--- config.mk ---
export PLATFORM = sky130hd
export DESIGN_NAME = clk_period_monitor
export DESIGN_NICKNAME = d
export VERILOG_FILES = /design/src/rtl/clk_period_monitor.sv
export SDC_FILE = /design/constraint.sdc
export NUM_CORES = 1
export LEC_CHECK = 0
export CAP_MARGIN = 25
export CELL_PAD_IN_SITES_DETAIL_PLACEMENT = 1
export CELL_PAD_IN_SITES_GLOBAL_PLACEMENT = 1
export CORE_MARGIN = 2
export CORE_UTILIZATION = 44
export DETAILED_ROUTE_END_ITERATION = 8
export PLACE_DENSITY_LB_ADDON = 0.1
export SLEW_MARGIN = 15
export SYNTH_ARGS = -nofsm -noshare
export SYNTH_HDL_FRONTEND = slang
export SYNTH_SLANG_ARGS = --single-unit
export TNS_END_PERCENT = 30
--- constraint.sdc ---
create_clock -name clk_in -period 4.5 [get_ports clk_in]
set_input_delay 0.45 -clock clk_in [delete_from_list [all_inputs] [get_ports clk_in]]
set_output_delay 0.45 -clock clk_in [all_outputs]
set_load 0.03 [all_outputs]
--- src/rtl/clk_period_monitor.sv ---
// Slow-clock period monitor, measured in clk_in cycles.
// A 3-flop synchronizer feeds a rising-edge detector. The IDLE/RUN FSM
// measures the distance between rising edges, tracks lock against an
// expected period and reports loss of edges.
// Optional duty measurement: define CLK_MON_DUTY_EN to build the high-time
// counter. Without it, high_time_o is tied to zero and the ports stay the same.
module clk_period_monitor #(
    parameter int CNT_W      = 8,
    parameter int EXP_PERIOD = 50,
    parameter int TOL        = 2,
    parameter int LOCK_CNT   = 4,
    parameter int TIMEOUT    = 200
) (
    input  logic             clk_in,
    input  logic             reset_n,
    input  logic             slow_clk,
    output logic [CNT_W-1:0] period_o,
    output logic [CNT_W-1:0] high_time_o,
    output logic             period_valid_o,
    output logic             locked_o,
    output logic             timeout_o
);

    localparam int GC_W = $clog2(LOCK_CNT + 1);
    localparam logic [CNT_W:0]   LO_BOUND = (CNT_W+1)'(EXP_PERIOD - TOL);
    localparam logic [CNT_W:0]   HI_BOUND = (CNT_W+1)'(EXP_PERIOD + TOL);
    localparam logic [CNT_W-1:0] TO_VAL   = CNT_W'(TIMEOUT);
    localparam logic [GC_W-1:0]  GC_MAX   = GC_W'(LOCK_CNT);

    typedef enum logic {IDLE, RUN} state_t;

    state_t            state_reg, state_next;
    logic              s0_reg, s1_reg, s2_reg;
    logic              rise;
    logic [CNT_W-1:0]  cnt_reg, cnt_next;
    logic [CNT_W-1:0]  period_reg, period_next;
    logic              valid_reg, valid_next;
    logic              locked_reg, locked_next;
    logic              timeout_reg, timeout_next;
    logic [GC_W-1:0]   good_reg, good_next;
    logic [GC_W-1:0]   good_inc;
    logic [CNT_W:0]    meas;
    logic              meas_good;
    logic              timed_out;

    // Three-flop synchronizer on the asynchronous slow clock
    always_ff @(posedge clk_in or negedge reset_n) begin
        if (!reset_n) begin
            s0_reg <= 1'b0;
            s1_reg <= 1'b0;
            s2_reg <= 1'b0;
        end else begin
            s0_reg <= slow_clk;
            s1_reg <= s0_reg;
            s2_reg <= s1_reg;
        end
    end

    assign rise      = s1_reg & ~s2_reg;
    // Measured period is cnt+1, widened so that TIMEOUT+1 compares correctly
    assign meas      = {1'b0, cnt_reg} + {{CNT_W{1'b0}}, 1'b1};
    assign meas_good = (meas >= LO_BOUND) && (meas <= HI_BOUND);
    assign good_inc  = (good_reg == GC_MAX) ? good_reg : good_reg + 1'b1;
    // A rise on the TIMEOUT cycle takes priority and is measured normally
    assign timed_out = (state_reg == RUN) && !rise && (cnt_reg == TO_VAL);

    // Next-state, measurement and lock logic
    always_comb begin
        state_next   = state_reg;
        cnt_next     = cnt_reg;
        period_next  = period_reg;
        valid_next   = 1'b0;
        locked_next  = locked_reg;
        timeout_next = 1'b0;
        good_next    = good_reg;
        case (state_reg)
            IDLE: begin
                // The first edge only starts the counter; no period exists yet
                if (rise) begin
                    state_next = RUN;
                    cnt_next   = '0;
                end
            end
            RUN: begin
                if (rise) begin
                    cnt_next    = '0;
                    period_next = meas[CNT_W-1:0];
                    valid_next  = 1'b1;
                    if (meas_good) begin
                        good_next   = good_inc;
                        locked_next = (good_inc == GC_MAX);
                    end else begin
                        good_next   = '0;
                        locked_next = 1'b0;
                    end
                end else if (timed_out) begin
                    // Edges lost: drop lock, keep the last period on display
                    state_next   = IDLE;
                    cnt_next     = '0;
                    timeout_next = 1'b1;
                    locked_next  = 1'b0;
                    good_next    = '0;
                end else begin
                    cnt_next = cnt_reg + 1'b1;
                end
            end
            default: state_next = IDLE;
        endcase
    end

    // State and output registers; a reset discards any partial period
    always_ff @(posedge clk_in or negedge reset_n) begin
        if (!reset_n) begin
            state_reg   <= IDLE;
            cnt_reg     <= '0;
            period_reg  <= '0;
            valid_reg   <= 1'b0;
            locked_reg  <= 1'b0;
            timeout_reg <= 1'b0;
            good_reg    <= '0;
        end else begin
            state_reg   <= state_next;
            cnt_reg     <= cnt_next;
            period_reg  <= period_next;
            valid_reg   <= valid_next;
            locked_reg  <= locked_next;
            timeout_reg <= timeout_next;
            good_reg    <= good_next;
        end
    end

`ifdef CLK_MON_DUTY_EN
    logic [CNT_W-1:0] hcnt_reg, hcnt_next;
    logic [CNT_W-1:0] high_reg, high_next;

    // High-time counter; the rise cycle's own sample is included in the result
    always_comb begin
        hcnt_next = hcnt_reg;
        high_next = high_reg;
        if (state_reg == RUN) begin
            if (rise) begin
                high_next = hcnt_reg + CNT_W'(s2_reg);
                hcnt_next = '0;
            end else if (timed_out) begin
                hcnt_next = '0;
            end else begin
                hcnt_next = hcnt_reg + CNT_W'(s2_reg);
            end
        end
    end

    // High-time registers
    always_ff @(posedge clk_in or negedge reset_n) begin
        if (!reset_n) begin
            hcnt_reg <= '0;
            high_reg <= '0;
        end else begin
            hcnt_reg <= hcnt_next;
            high_reg <= high_next;
        end
    end

    assign high_time_o = high_reg;
`else
    assign high_time_o = '0;
`endif

    assign period_o       = period_reg;
    assign period_valid_o = valid_reg;
    assign locked_o       = locked_reg;
    assign timeout_o      = timeout_reg;

endmodule
# After elaboration in Yosys (flattened, before gate mapping)
# Cells that the tools add are included.
[word_totals] inputBits=3 output_inout_bits=19 word_cells=48 reg_bits=26
[op_classes] eq_ne=4 n_reduce_logical=7 muxes=19 magnitude_cmp=2 add_sub_neg=3 bitwise=3
[op_table] op="2-to-1 mux 8 bit" count=3
[op_table] op="one-hot mux 8 bit (2 select lines)" count=1
[op_table] op="2-to-1 mux 3 bit" count=4
[op_table] op="2-to-1 mux 1 bit" count=10
[op_table] op="adder 8 x 1 -> 9 bit (second input constant)" count=1
[op_table] op=">= comparator 9 x 6 -> 1 bit (second input constant)" count=1
[op_table] op="<= comparator 9 x 6 -> 1 bit (second input constant)" count=1
[op_table] op="adder 8 x 1 -> 8 bit (second input constant)" count=1
[op_table] op="equality test 8 bit (second input constant)" count=1
[op_table] op="equality test 3 bit (second input constant)" count=2
[op_table] op="AND reduction 2 bit" count=2
[op_table] op="adder 3 x 1 -> 3 bit (second input constant)" count=1
[op_table] op="logical AND 1 bit" count=3
[op_table] op="inequality test 2 bit (second input constant)" count=1
[op_table] op="inverter 1 bit" count=2
[op_table] op="one-hot mux 1 bit (2 select lines)" count=1
[op_table] op="nonzero test 2 bit" count=1
[op_table] op="AND 1 bit" count=1
[op_table] op="logical NOT 1 bit" count=1

# Depth between registers and ports, before layout
# Gate-level depths: netlist of run 1.
[depth] depth_word=8 depth_mapped=8 ltp_nobuf=7

# Worst setup path after synthesis of run 1
# No wires, ideal clock.
[synth_timing] kind="register -> register" from="reg cnt_reg[0]" to="reg locked_reg (netlist: locked_o)" path_stages_with_launch=7 period_less_slack_ns=1.874 path_buffers=0 t_arrival_ns=1.770 setup_time_ns=0.104 setup_slack_ns=2.626 t_required_ns=4.396 cell_sequence="dfrtp_1 ha_1 nor3b_1 o21ai_0 a2111oi_4 nand2_2 o41ai_2"
[synth_via] elab_chain_len=5 elab_cells_between_ends=10 cone_classes="add/sub (1); order compare (2); eq/ne (1); mux (2); reduce/logical (4)"
[synth_rtl] item="from (decl)" line="35" source="logic [CNT_W-1:0] cnt_reg, cnt_next;"
[synth_rtl] item="from (signal assigned)" line="123" source="cnt_reg <= cnt_next;"
[synth_rtl] item="adder 8 x 1 -> 9 bit" line="61" source="assign meas = {1'b0, cnt_reg} + {{CNT_W{1'b0}}, 1'b1};"
[synth_rtl] item=">= comparator 9 x 6 -> 1 bit / <= comparator 9 x 6 -> 1 bit (equally long branches)" line="62" source="assign meas_good = (meas >= LO_BOUND) && (meas <= HI_BOUND);"
[synth_rtl] item="logical AND 1 bit" line="62"
[synth_rtl] item="2-to-1 mux 1 bit" line="89" source="if (meas_good) begin"
[synth_rtl] item="2-to-1 mux 1 bit" line="85" source="if (rise) begin"
[synth_rtl] item="to (signal assigned)" line="126" source="locked_reg <= locked_next;"
[synth_rtl] item="to (decl)" line="38" source="logic locked_reg, locked_next;"
# Parallel ways exist; a longest one is shown, timed or not.
# A chain may end at the register's enable or synchronous reset.

# Worst setup path in the final report of run 1
[layout_timing] from="reg cnt_reg[0]" to="reg cnt_reg[4]"
[layout_via] elab_chain_len=5 elab_cells_between_ends=6 cone_classes="add/sub (1); eq/ne (1); mux (3); reduce/logical (1)"
[layout_rtl] item="branches (longest 2 deep; another with adder 8 x 1 -> 8 bit)"
[layout_rtl] item="2-to-1 mux 8 bit *" line="96" source="end else if (timed_out) begin"
[layout_rtl] item="2-to-1 mux 8 bit *" line="85"
[layout_rtl] item="one-hot mux 8 bit (2 select lines) *" line="76" source="case (state_reg)"
# Mark *: on every way between the ends.

==> impl_metrics.csv, run 1 <==
group,metric,value,unit
status,outcome,"completed",
clock_tree,clock-sinks,26,
power,sequential_power_share,52.8,%
synthesis,synth_cells,135,
placed_design,post-dp-hpwl,2010,um
sta,worst_pin_slew,0.942,ns
die,fp.dieH,60.0,um
drt,drt-total-wl,2650,um
sta,totalNegativeSetupSlack,0,ns
power,p_sw,204,uW
synthesis,synth_enable_flop_cells,0,
synthesis,synth_largest_type_area_fraction,47.2,%
power,swShare,35.4,%
synthesis,synth-seq-cells,26,
sta,report.final.slew_viol_count,0,
sta,timing.final.setup_violations,0,
clock_tree,clkSlewWorstSetupHoldPaths,0.14,ns
cells_and_area,final_layout_size_suffix_gt1_share,8.84,%
global_routing,first_global_vias,1003,
die,floorplan.die_area,0.00359,sq mm
cells_and_area,num-fill-cells,347,
global_routing,overflow,0,
clock_tree,clockBufferDepth,2,
clock_tree,post_cts_buffers,0,
worst_setup_path,critical_path.startpoint_type,"flop",
drt,drcViolationCount,0,
placed_design,placement.io_buffers,13,
sta,post-route-period-util,50.5,%
sta,worst_slew_margin_rel,37.1,%
cells_and_area,area_growth_syn_to_layout,10.7,%
drt,route.antenna.remaining_nets,0,
worst_setup_path,crit_path_max_fanout,14,
power,internal_power,372,uW
sta,rsz0062_at_grt,"false",
worst_setup_path,worst_ep_required_time,4.68,ns
clock_tree,cts_htree_levels,1,
clock_tree,tritoncts,"yes",
sta,max_clock_freq,440,MHz
worst_setup_path,arrival,2.46,ns
die,placementRows,20,
global_routing,largest_net_degree_at_the_start_of_global_routing,27,
sta,hold_viol_final,0,
die,ios,22,
power,cellLeakagePower,0.656,nW
clock_tree,cts_hold_repair.buffers,0,
clock_tree,cts-root-buf,"clkbuf_4",
global_routing,grt_pass1_wl,4620,um
drt,drtIter0Drc,31,
synthesis,synthMostInstantiatedCell,"dfrtp_1",
synthesis,post_synth_main_area_contributors,"dfrtp_1, o21ai_0, buf_4",
die,floorplan.die.width,60.0,um
synthesis,mean_post_synth_cell_area,10.2,sq um
drt,wl_per_cell,14.7,um
sta,finalClockSkew,0.00675,ns
die,initial_utilization,45.9,%
synthesis,async_flop_share,100,%
worst_setup_path,timing.critical_path.to_type,"flop",
synthesis,ys.warnings.count,0,
synthesis,synth.largest_area_cell,"dfrtp_1",
power,share_clk_of_total_power,20.3,%
clock_tree,insertion_delay,0.32,ns
global_routing,antenna_violations_before_repair,0,
drt,detail_route.vias_per_cell,5.42,
worst_setup_path,critical_setup_path_class,"flop to flop",
power,power-per-cell-area,378,mW/mm^2
synthesis,yosys.cell_types.count,38,
synthesis,post_synth_most_frequent_cells,"dfrtp_1, nand2_1, o21ai_0",
synthesis,syn_area,0.00138,sq mm
drt,dr_total_vias,975,
flow_run,maxCapViolCount,0,
power,finalPower,576,uW
die,design.core.area,0.00300,sq mm
clock_tree,numCtsBuffers,3,
sta,final_period_minus_worst_setup_slack,2.27,ns
power,ir_drop,181,uV
drt,drt-pass1-iter-count,4,
cells_and_area,num_antenna_cells,0,
synthesis,synth-seq-area-share,47.2,%
cells_and_area,layout.nets,155,
clock_tree,post_cts_resize_count,0,
placed_design,routability_congestion_estimate_from_global_placement,0.785,
synthesis,synthFlopType,"dfrtp_1",
global_routing,global_route_usage_over_all_layers,17.4,%
worst_hold_path,worst_hold_path_type,"flop to flop",
power,comb_power_share,26.9,%
==> metrics by stage <==
stage                     instances  area (sq um)  util, %  hold slack, ns  setup slack (ns)
after floorplan                 142          1400        -           0.154              2.63
after global placement          176          1490     49.6           0.337              2.40
after detailed placement        176          1490     49.6           0.354              2.24
after CTS                       180          1530     50.8           0.387              2.21
after global routing            180          1530     50.8           0.404              1.91
final                           180          1530     50.8           0.377              2.23
==> cell type report <==
class,instances,area (sq um),share of cell area [%]
flip-flops and latches,26,651,42.7
repair buffers,14,138,9.02
multi-input cells,97,637,41.8
inverters,6,22.5,1.48
well taps,33,41.3,2.71
clock buffers,4,36.3,2.38
==> per-layer routing <==
layer  vias to the layer above  wire length (um)  GRT usage [%]
met1                       478              1160           21.1
li1                        477                 -              -
met5                         -                 0              0
met3                         4                68           2.38
met4                         0                28           7.30
met2                        16              1390           30.4
==> power groups by stage <==
| stage | Clock, mW | Combinational, mW | Sequential [mW] |
|---|---|---|---|
| CTS | 0.125 | 0.158 | 0.305 |
| detailed placement | 0 | 0.158 | 0.310 |
| finish | 0.117 | 0.155 | 0.304 |
| global route | 0.133 | 0.172 | 0.311 |
| global placement | 0 | 0.152 | 0.306 |
| floorplan | 0 | 0.0971 | 0.322 |
==> path summary, 6_finish.rpt <==
path	start	end	slack (ns)	depth (start not counted)
max reg2reg	cnt_reg[0]$_DFFE_PN0P_	cnt_reg[4]$_DFFE_PN0P_	2.23	7
max in group asynchronous	reset_n	timeout_o$_DFF_PN0_	3.77	2
max	cnt_reg[0]$_DFFE_PN0P_	cnt_reg[4]$_DFFE_PN0P_	2.23	7
min in group asynchronous	reset_n	period_valid_o$_DFF_PN0_	0.48	2
min reg2reg	s0_reg$_DFF_PN0_	s1_reg$_DFF_PN0_	0.38	0
min	s0_reg$_DFF_PN0_	s1_reg$_DFF_PN0_	0.38	0
==> placed cells by master, fill, tap and decap left out, types with 2 or more instances in the layout <==
cell / n
o22ai_1: 2
clkbuf_4: 3
nor2_1: 4
o31ai_1: 4
xnor2_1: 3
nand2_1: 19
nand2_2: 2
dfrtp_1: 26
nor2b_1: 4
o21ai_0: 18
nor3b_1: 2
ha_1: 4
xor2_1: 4
clkdlybuf4s50_1: 13
nand2b_1: 2
a21oi_1: 2
inv_1: 6
conb_1: 8
==> critical path, stage by stage, from the launching register on <==
cell	delay (ns)
dfrtp_1	0.50
inv_1	0.09
ha_1	0.14
nand4b_1	0.13
o311ai_2	0.84
nor2b_1	0.13
o21ai_0	0.21
o31ai_1	0.10
==> kinds of logic after synthesis <==
kind of cell | count (synthesis) | synth area share [%]
fa+ha+maj | 4 | 3.63
flops | 26 | 47.2
buf+inv | 19 | 8.45
xor+xnor | 7 | 4.45
compound gates | 35 | 18.5
simple gates | 43 | 17.4
other cells | 1 | 0.272
(Power assumes the default switching activity.)
==> inputs of run 2 (changes only) <==
--- a/config.mk
+++ b/config.mk
@@ -9,7 +9,7 @@
 export CELL_PAD_IN_SITES_DETAIL_PLACEMENT = 1
 export CELL_PAD_IN_SITES_GLOBAL_PLACEMENT = 1
 export CORE_MARGIN = 2
-export CORE_UTILIZATION = 44
+export CORE_UTILIZATION = 40
 export DETAILED_ROUTE_END_ITERATION = 8
 export PLACE_DENSITY_LB_ADDON = 0.1
 export SLEW_MARGIN = 15
==> constraint.sdc (replaced) <==
create_clock -name clk_in -period 2.3 [get_ports clk_in]
set_input_delay 0.23 -clock clk_in [delete_from_list [all_inputs] [get_ports clk_in]]
set_output_delay 0.23 -clock clk_in [all_outputs]
set_load 0.03 [all_outputs]
==> impl_metrics.csv, run 2 (synthesis gave the netlist of run 1 again) <==
group,metric,value,unit
cells_and_area,highest_count_cells_in_the_layout_ignoring_fill_and_taps,"dfrtp_1, nand2_1, o21ai_0",
worst_setup_path,reg2reg_setup_slack,0.19,ns
clock_tree,tritoncts,"yes",
die,design.core.area,0.00331,sq mm
drt,dr_total_vias,1007,
global_routing,grt_pass1_wl,4960,um
sta,post-route-period-util,91.6,%
sta,finalClockSkew,0.00424,ns
clock_tree,clkSlewWorstSetupHoldPaths,0.13,ns
worst_setup_path,worst_r2r_endpoint,"locked_o$_DFFE_PN0P_",
global_routing,antenna_violations_before_repair,0,
die,placementRows,21,
power,ir_drop,375,uV
sta,max_clock_freq,474,MHz
global_routing,global_route_usage_over_all_layers,15.6,%
drt,wl_per_cell,14.0,um
drt,detail_route.vias_per_cell,5.19,
clock_tree,cts-root-buf,"clkbuf_4",
status,outcome,"completed",
drt,drtIter0Drc,27,
sta,totalNegativeSetupSlack,0,ns
placed_design,routability_congestion_estimate_from_global_placement,0.718,
drt,drt-pass1-iter-count,4,
die,floorplan.die.width,62.7,um
clock_tree,clock-sinks,26,
worst_setup_path,worst_ep_required_time,2.51,ns
clock_tree,cts_htree_levels,1,
sta,worst_slew_margin_rel,66.8,%
worst_setup_path,critical_path.startpoint_type,"flop",
worst_setup_path,arrival,2.32,ns
clock_tree,clockBufferDepth,2,
power,power-per-cell-area,703,mW/mm^2
clock_tree,post_cts_buffers,0,
sta,rsz0062_at_grt,"false",
worst_setup_path,critical_path.reg2reg.startpoint,"cnt_reg[0]$_DFFE_PN0P_",
drt,met3WireLength,87,um
placed_design,placement.io_buffers,13,
cells_and_area,final_core_util,46.6,%
worst_setup_path,timing.critical_path.to_type,"flop",
worst_hold_path,worst_hold_path_type,"input pin to asynchronous set/reset pin",
die,floorplan.die_area,0.00393,sq mm
cells_and_area,area_growth_syn_to_layout,12.1,%
sta,timing.final.setup_violations,0,
worst_setup_path,reg2regPathDepth,6,
worst_setup_path,crit_path_max_fanout,8,
placed_design,post-dp-hpwl,2060,um
global_routing,first_global_vias,1059,
sta,report.final.slew_viol_count,0,
sta,hold_viol_final,0,
sta,final_period_minus_worst_setup_slack,2.11,ns
cells_and_area,post-route-cell-area,0.00154,sq mm
drt,route.met2.wl,1350,um
clock_tree,numCtsBuffers,3,
clock_tree,insertion_delay,0.31,ns
sta,postLayoutSetupSlackWorst,0.192,ns
drt,m1WireLength,1250,um
sta,worst_pin_slew,0.496,ns
drt,route.antenna.remaining_nets,0,
global_routing,largest_net_degree_at_the_start_of_global_routing,27,
placed_design,place_worst_setup_slack,0.131,ns
cells_and_area,num_antenna_cells,0,
cells_and_area,layout.cells.most_common,"dfrtp_1",
die,fp.dieH,62.7,um
cells_and_area,final_layout_size_suffix_gt1_share,10.1,%
drt,drcViolationCount,0,
worst_setup_path,critical_setup_path_class,"flop to flop",
global_routing,overflow,0,
drt,drt-total-wl,2710,um
cells_and_area,layout.nets,157,
placed_design,place_area,0.00152,sq mm
flow_run,maxCapViolCount,0,
drt,uppermost_layer_routed,"met4",
placed_design,dp_cells,191,
cells_and_area,layoutNonFillerInstCount,194,
die,ios,22,
clock_tree,cts_hold_repair.buffers,0,
clock_tree,post_cts_resize_count,0,
die,initial_utilization,41.6,%
power,cellLeakagePower,0.658,nW
## run 2: stage by stage
step	hold slack [ns]	power, mW
global placement	0.337	0.906
finish	0.266	1.08
CTS	0.272	1.10
detailed placement	0.344	0.917
floorplan	-0.0656	0.819
global route	0.295	1.16
## run 2: worst max-delay path: stages (launching register included)
cell       delay, ns
dfrtp_2         0.49
ha_1            0.30
nor3b_1         0.20
o21ai_0         0.15
a2111oi_4       0.41
nand2_2         0.12
o41ai_2         0.35
## run 2: worst max-delay path by stage
stage               slack [ns]  cells after the start                   start              endpoint
global placement          0.31                      6  cnt_reg[0]$_DFFE_PN0P_  locked_o$_DFFE_PN0P_
global route             0.008                      6  cnt_reg[1]$_DFFE_PN0P_  locked_o$_DFFE_PN0P_
finish                    0.19                      6  cnt_reg[0]$_DFFE_PN0P_  locked_o$_DFFE_PN0P_
floorplan                 0.43                      6  cnt_reg[0]$_DFFE_PN0P_  locked_o$_DFFE_PN0P_
detailed placement        0.13                      6  cnt_reg[0]$_DFFE_PN0P_  locked_o$_DFFE_PN0P_
CTS                       0.11                      6  cnt_reg[0]$_DFFE_PN0P_  locked_o$_DFFE_PN0P_
## run 2: routing by layer
layer	up-vias	track usage, %
li1	484	-
met1	501	20.0
met2	18	26.7
met3	4	2.52
met4	0	5.00
met5	-	0
## run 2: cell type report
cell class / count / area (sq um)
Timing Repair Buffer: 16 / 153
Fill cell: 398 / 1770
Inverter: 6 / 22.5
Clock buffer: 3 / 22.5
Sequential cell: 26 / 652
Multi-Input combinational cell: 97 / 637
Tap cell: 46 / 57.6
## run 2: report_power, final
| part | switching (mW) | internal [mW] | leakage (nW) |
|---|---|---|---|
| combinational | 0.190 | 0.120 | 0.304 |
| clock | 0.122 | 0.0612 | 0.0138 |
| sequential | 0.0763 | 0.516 | 0.339 |
| total | 0.389 | 0.696 | 0.658 |
==> inputs of run 3 (changes only) <==
--- a/config.mk
+++ b/config.mk
@@ -10,6 +10,7 @@
 export CELL_PAD_IN_SITES_GLOBAL_PLACEMENT = 1
 export CORE_MARGIN = 2
 export CORE_UTILIZATION = 40
+export CTS_CLUSTER_SIZE = 14
 export DETAILED_ROUTE_END_ITERATION = 8
 export PLACE_DENSITY_LB_ADDON = 0.1
 export SLEW_MARGIN = 15
==> results of run 3 <==
No change in the layout: final DEF, timing and power equal those of run 2.
==> edit 1 (config.mk and constraints of run 2) <==
Change the parameter `CNT_W` from 8 to 12.
--- a/src/rtl/clk_period_monitor.sv
+++ b/src/rtl/clk_period_monitor.sv
@@ -5,7 +5,7 @@
 // Optional duty measurement: define CLK_MON_DUTY_EN to build the high-time
 // counter. Without it, high_time_o is tied to zero and the ports stay the same.
 module clk_period_monitor #(
-    parameter int CNT_W      = 8,
+    parameter int CNT_W      = 12,
     parameter int EXP_PERIOD = 50,
     parameter int TOL        = 2,
     parameter int LOCK_CNT   = 4,
Ports: changed (resized high_time_o and period_o); port bits go from 22 to 30. The function was not compared with the original's and may differ.
==> edit 1 against run 2 <==
Synthesized area up 38%; total power rose by 41%; worst setup slack lost 0.10 ns; cell area up 42%; wire length rose by 79%; sequential power up 23%; sequential cell count rose by 8; first-iteration DRC count increased by 100%; largest power group unchanged.
==> edit 1: results (changes against run 2) <==
- Slack of the worst reg-to-reg path: 0.09 ns (was 0.19 ns)
- The CTS buffer count was 5 (was 3).
* Post-placement worst setup slack: 0.1244 ns (was 0.1309 ns)
- The detailed-placement wirelength estimate is 3674 µm (was 2061 µm).
* Total via count in the routed design: 1562 (was 1007)
- Power consumed by combinational cells: 0.000385 W (was 0.000310 W)
- The number of nets in the layout was 243 (was 157).
* Number of inserted filler cells in the final layout: 563 (was 398)
- The initial detailed-routing violation count came to 55 (was 27).
- Worst path slowest cell: sky130_fd_sc_hd__nor4_1 (was sky130_fd_sc_hd__dfrtp_2)
* Capture point of the worst reg-to-reg path: cnt_reg[10]$_DFFE_PN0P_ (was locked_o$_DFFE_PN0P_)
- IO Port Bufs: 17 (was 13)
* Detailed-route wire length: 4839 µm (was 2708 µm)
* Number of distinct library cells after synthesis: 45 (was 38)
* Total global routing track utilization: 19.84% (was 15.57%)
- Critical path arrival: 2.37 ns (was 2.32 ns)
* Clk network pwr share: 27.2% (was 16.9%)
- Post-detailed-route via-to-cell ratio: 5.386 (was 5.191)
- The post-synthesis share of cell area spent on xor and xnor gates was 5.983% (was 4.450%).
* Compound-gate portion of the synthesized area: 13.08% (was 18.53%)
- Number of cells traversed by the worst register-to-register path: 8 (was 6)
- Min-Delay Path Class: reg2reg (was in2async)
- The adder-cell share of the synthesized area was 2.630% (was 3.633%).
- The final estimated routing congestion in global placement was 0.8739 (was 0.7182).
- Share of cells above drive strength 1: 9.746% (was 10.14%)
- The number of placed cells counting well taps came to 283 (was 191).
- Worst VDD drop: 442.1 µV (was 375.5 µV)
* Clock Latency Late Sink: 0.29 ns (was 0.31 ns)
* Proportion of synthesized area in mux cells: 1.644% (was 0%)
- Result of the run: complete, no violations (unchanged).
* Post-synthesis instance total: 214 (was 135)
- Instance area at placement: 2116 µm² (was 1520 µm²)
- The critical path's top delay family is simple AND/OR/NAND/NOR gates (was compound AO/OA/AOI/OAI gates).
* Sequential cell area fraction in the yosys report: 44.71% (was 47.23%)
- The switching power share of the total came to 33.02% (was 35.82%).
-- edit 1: cell types whose count changed after synthesis, sizes merged, moves of 4 or more --
| cell | run 2 | this run |
|---|---|---|
| inv | 6 | 10 |
| or3 | 1 | 5 |
| xnor2 | 3 | 8 |
| o21ai | 18 | 28 |
| nand2 | 21 | 30 |
| dfrtp | 26 | 34 |
| clkbuf | 2 | 7 |
| a21oi | 2 | 7 |
| buf | 11 | 18 |
| nor3 | 0 | 9 |
| nor2 | 4 | 13 |
-- edit 1: final cells by class --
cell class	instances	area share [%]
inverter	10	1.710
sequential	34	38.77
tap	54	3.079
timing repair buffer	29	11.86
multi-input combinational	156	41.11
clock buffer	7	3.478
-- edit 1: through the flow --
| stage | TNS (ns) | utilization (%) | hold slack [ns] | power, W |
|---|---|---|---|---|
| after floorplan | 0 | - | -0.06559 | 0.001003 |
| after global placement | 0 | 45.40 | 0.3437 | 0.001111 |
| after detailed placement | 0 | 45.40 | 0.3381 | 0.001125 |
| after CTS | 0 | 47.03 | 0.3528 | 0.001544 |
| after global routing | -0.005058 | 47.09 | 0.3809 | 0.001602 |
| final | 0 | 47.09 | 0.3509 | 0.001528 |
-- edit 1: repair_timing --
action / 4_1_cts / 5_1_grt
setup buffers: 0 / 0
hold buffers: 0 / 0
endpoints found under the setup margin: 0 / 3
gates resized for setup: 0 / 1
hold endpoints to repair: 0 / 0
-- edit 1: per-layer routing --
layer | global-route usage, % | part of all wire (%) | vias up
li1 | - | - | 747
met1 | 25.02 | 45 | 776
met2 | 32.73 | 51 | 29
met3 | 4.972 | 3.0 | 10
met4 | 7.613 | 1.6 | 0
met5 | 0 | 0 | -
==> edit 2 (config.mk and constraints of run 2) <==
Without the edit above. Remove the register `valid_reg`: a continuous assignment takes its place, so the output `period_valid_o` follows one clock earlier.
--- a/src/rtl/clk_period_monitor.sv
+++ b/src/rtl/clk_period_monitor.sv
@@ -114,7 +114,6 @@
             state_reg   <= IDLE;
             cnt_reg     <= '0;
             period_reg  <= '0;
-            valid_reg   <= 1'b0;
             locked_reg  <= 1'b0;
             timeout_reg <= 1'b0;
             good_reg    <= '0;
@@ -122,12 +121,13 @@
             state_reg   <= state_next;
             cnt_reg     <= cnt_next;
             period_reg  <= period_next;
-            valid_reg   <= valid_next;
             locked_reg  <= locked_next;
             timeout_reg <= timeout_next;
             good_reg    <= good_next;
         end
     end
+
+    assign valid_reg = valid_next;
 
 `ifdef CLK_MON_DUTY_EN
     logic [CNT_W-1:0] hcnt_reg, hcnt_next;
Formal check against the unedited RTL: not equivalent (Yosys sat finds a counterexample within 10 cycles, from zero or initial values and one cycle with reset_n low).
==> edit 2 against run 2 <==
Largest power group unchanged; sequential cell count is 1 lower; first-iteration DRC count grew 11%; worst setup slack got worse by 0.019 ns; wire length shrank 2.3%; highest routed layer unchanged; total power shrank 0.62%; cell area decreased by 0.81%; synthesized area is 1.8% lower; sequential share of layout area is 1.4 points lower.
==> edit 2: results (changes against run 2) <==
- The number of global-route vias before repair was 1036 (was 1059).
* Count of clock-net buffers in the final layout: 4 (was 3)
- Largest cells by area after synthesis: sky130_fd_sc_hd__dfrtp_1 46%, sky130_fd_sc_hd__o21ai_0 6.7%, sky130_fd_sc_hd__buf_4 5.6% (was sky130_fd_sc_hd__dfrtp_1 47%, sky130_fd_sc_hd__o21ai_0 6.5%, sky130_fd_sc_hd__buf_4 5.4%).
- The detailed-placement wirelength estimate was 2010 µm (was 2061 µm).
* Detailed-routed wire length on met2: 1297 µm (was 1351 µm)
- The critical path's top delay family was buffers and inverters (was compound AO/OA/AOI/OAI gates).
* Worst VDD drop: 393.7 µV (was 375.5 µV)
* Leading post-synthesis cells by instance count: 25 x sky130_fd_sc_hd__dfrtp_1, 19 x sky130_fd_sc_hd__nand2_1, 18 x sky130_fd_sc_hd__o21ai_0 (was 26 x sky130_fd_sc_hd__dfrtp_1, 19 x sky130_fd_sc_hd__nand2_1, 18 x sky130_fd_sc_hd__o21ai_0)
- The via density per instance came to 5.077 (was 5.191).
- The synthesized area per cell is 10.09 µm² (was 10.20 µm²).
* Largest stage delay on the critical path: 0.66 ns (was 0.49 ns)
- Post-synthesis sequential element count: 25 (was 26)
- The final design instance area without fill is 1531 µm² (was 1544 µm²).
* Result of the run: complete, no violations (unchanged)
* Met3 Wirelength: 84 µm (was 87 µm)
- The routed length on met1 was 1231 µm (was 1245 µm).
- The peak fanout along the critical path came to 11 (was 8).
* Wire length of the first global-routing pass: 4774 µm (was 4961 µm)
- The first element of the critical path is s1_reg$_DFF_PN0_ (was cnt_reg[0]$_DFFE_PN0P_).
* Total global routing track utilization: 15.29% (was 15.57%)
* Portion of the layout cell area used by non-clock buffers: 10.46% (was 9.887%)
* Footprint of the flip-flops and latches: 625.6 µm² (was 651.9 µm²)
- The count of plain and timing-repair buffers is 17 (was 16).
* Maximum number of pins on one net before global-route repair: 26 (was 27)
- The cell with the biggest individual delay on the critical path is sky130_fd_sc_hd__clkdlybuf4s50_1 (was sky130_fd_sc_hd__dfrtp_2).
* Static Leakage: 0.6525 nW (was 0.6575 nW)
- The met1 track demand over resource came to 19.49% (was 20.05%).
- Routed wire per std cell: 13.57 µm (was 13.96 µm)
* Critical path arrival: 1.90 ns (was 2.32 ns)
- Sequential cell area fraction in the yosys report: 46.25% (was 47.23%)
* Number of non-filler instances in the completed layout: 195 (was 194)
edit 2: cell count changes in the layout (fill, tap and decap cells not counted), sizes merged:
cell,before,now
buf,3,4
clkbuf,3,4
dfrtp,26,25
edit 2: path summary, 6_finish.rpt:
check / endpoint / slack [ns] / depth (start not counted)
worst max-delay path: period_valid_o / 0.17 / 4
worst min-delay path: period_o[6]$_DFFE_PN0P_ / 0.26 / 2
worst max register to register: locked_o$_DFFE_PN0P_ / 0.23 / 6
worst min register to register: s1_reg$_DFF_PN0_ / 0.37 / 0
max in group asynchronous: timeout_o$_DFF_PN0_ / 1.79 / 2
min in group clk_in: s0_reg$_DFF_PN0_ / 0.34 / 1
edit 2: report_power, final:
group / leakage (nW) / switching, W / total (W) / internal (W)
clock: 0.0150 / 0.000129 / 0.000197 / 0.0000678
sequential: 0.328 / 0.0000749 / 0.000571 / 0.000497
combinational: 0.310 / 0.000191 / 0.000310 / 0.000119
edit 2: kinds of logic (layout without fill, tap and decap cells):
family / after synthesis / after routing / share of synthesized area, %
buffers and inverters: 19 / 27 / 8.603
adder cells (fa/ha/maj): 4 / 4 / 3.700
AO/OA/AOI/OAI: 35 / 35 / 18.87
XOR/XNOR: 7 / 7 / 4.533
AND/OR/NAND/NOR: 43 / 43 / 17.76
other: 1 / 8 / 0.2773
flip-flops: 25 / 25 / 46.25
edit 2: repair_timing:
action	4_1_cts	5_1_grt
endpoints found under the setup margin	0	1
buffers inserted	0	0
gates resized for setup	0	1
edit 2: through the flow:
stage | worst slack (ns) | utilization (%)
finish | 0.1738 | 46.63
global route | 0.002380 | 46.63
CTS | 0.01819 | 46.55
detailed placement | 0.2529 | 45.75
global placement | 0.3029 | 45.75
floorplan | 0.4261 | -
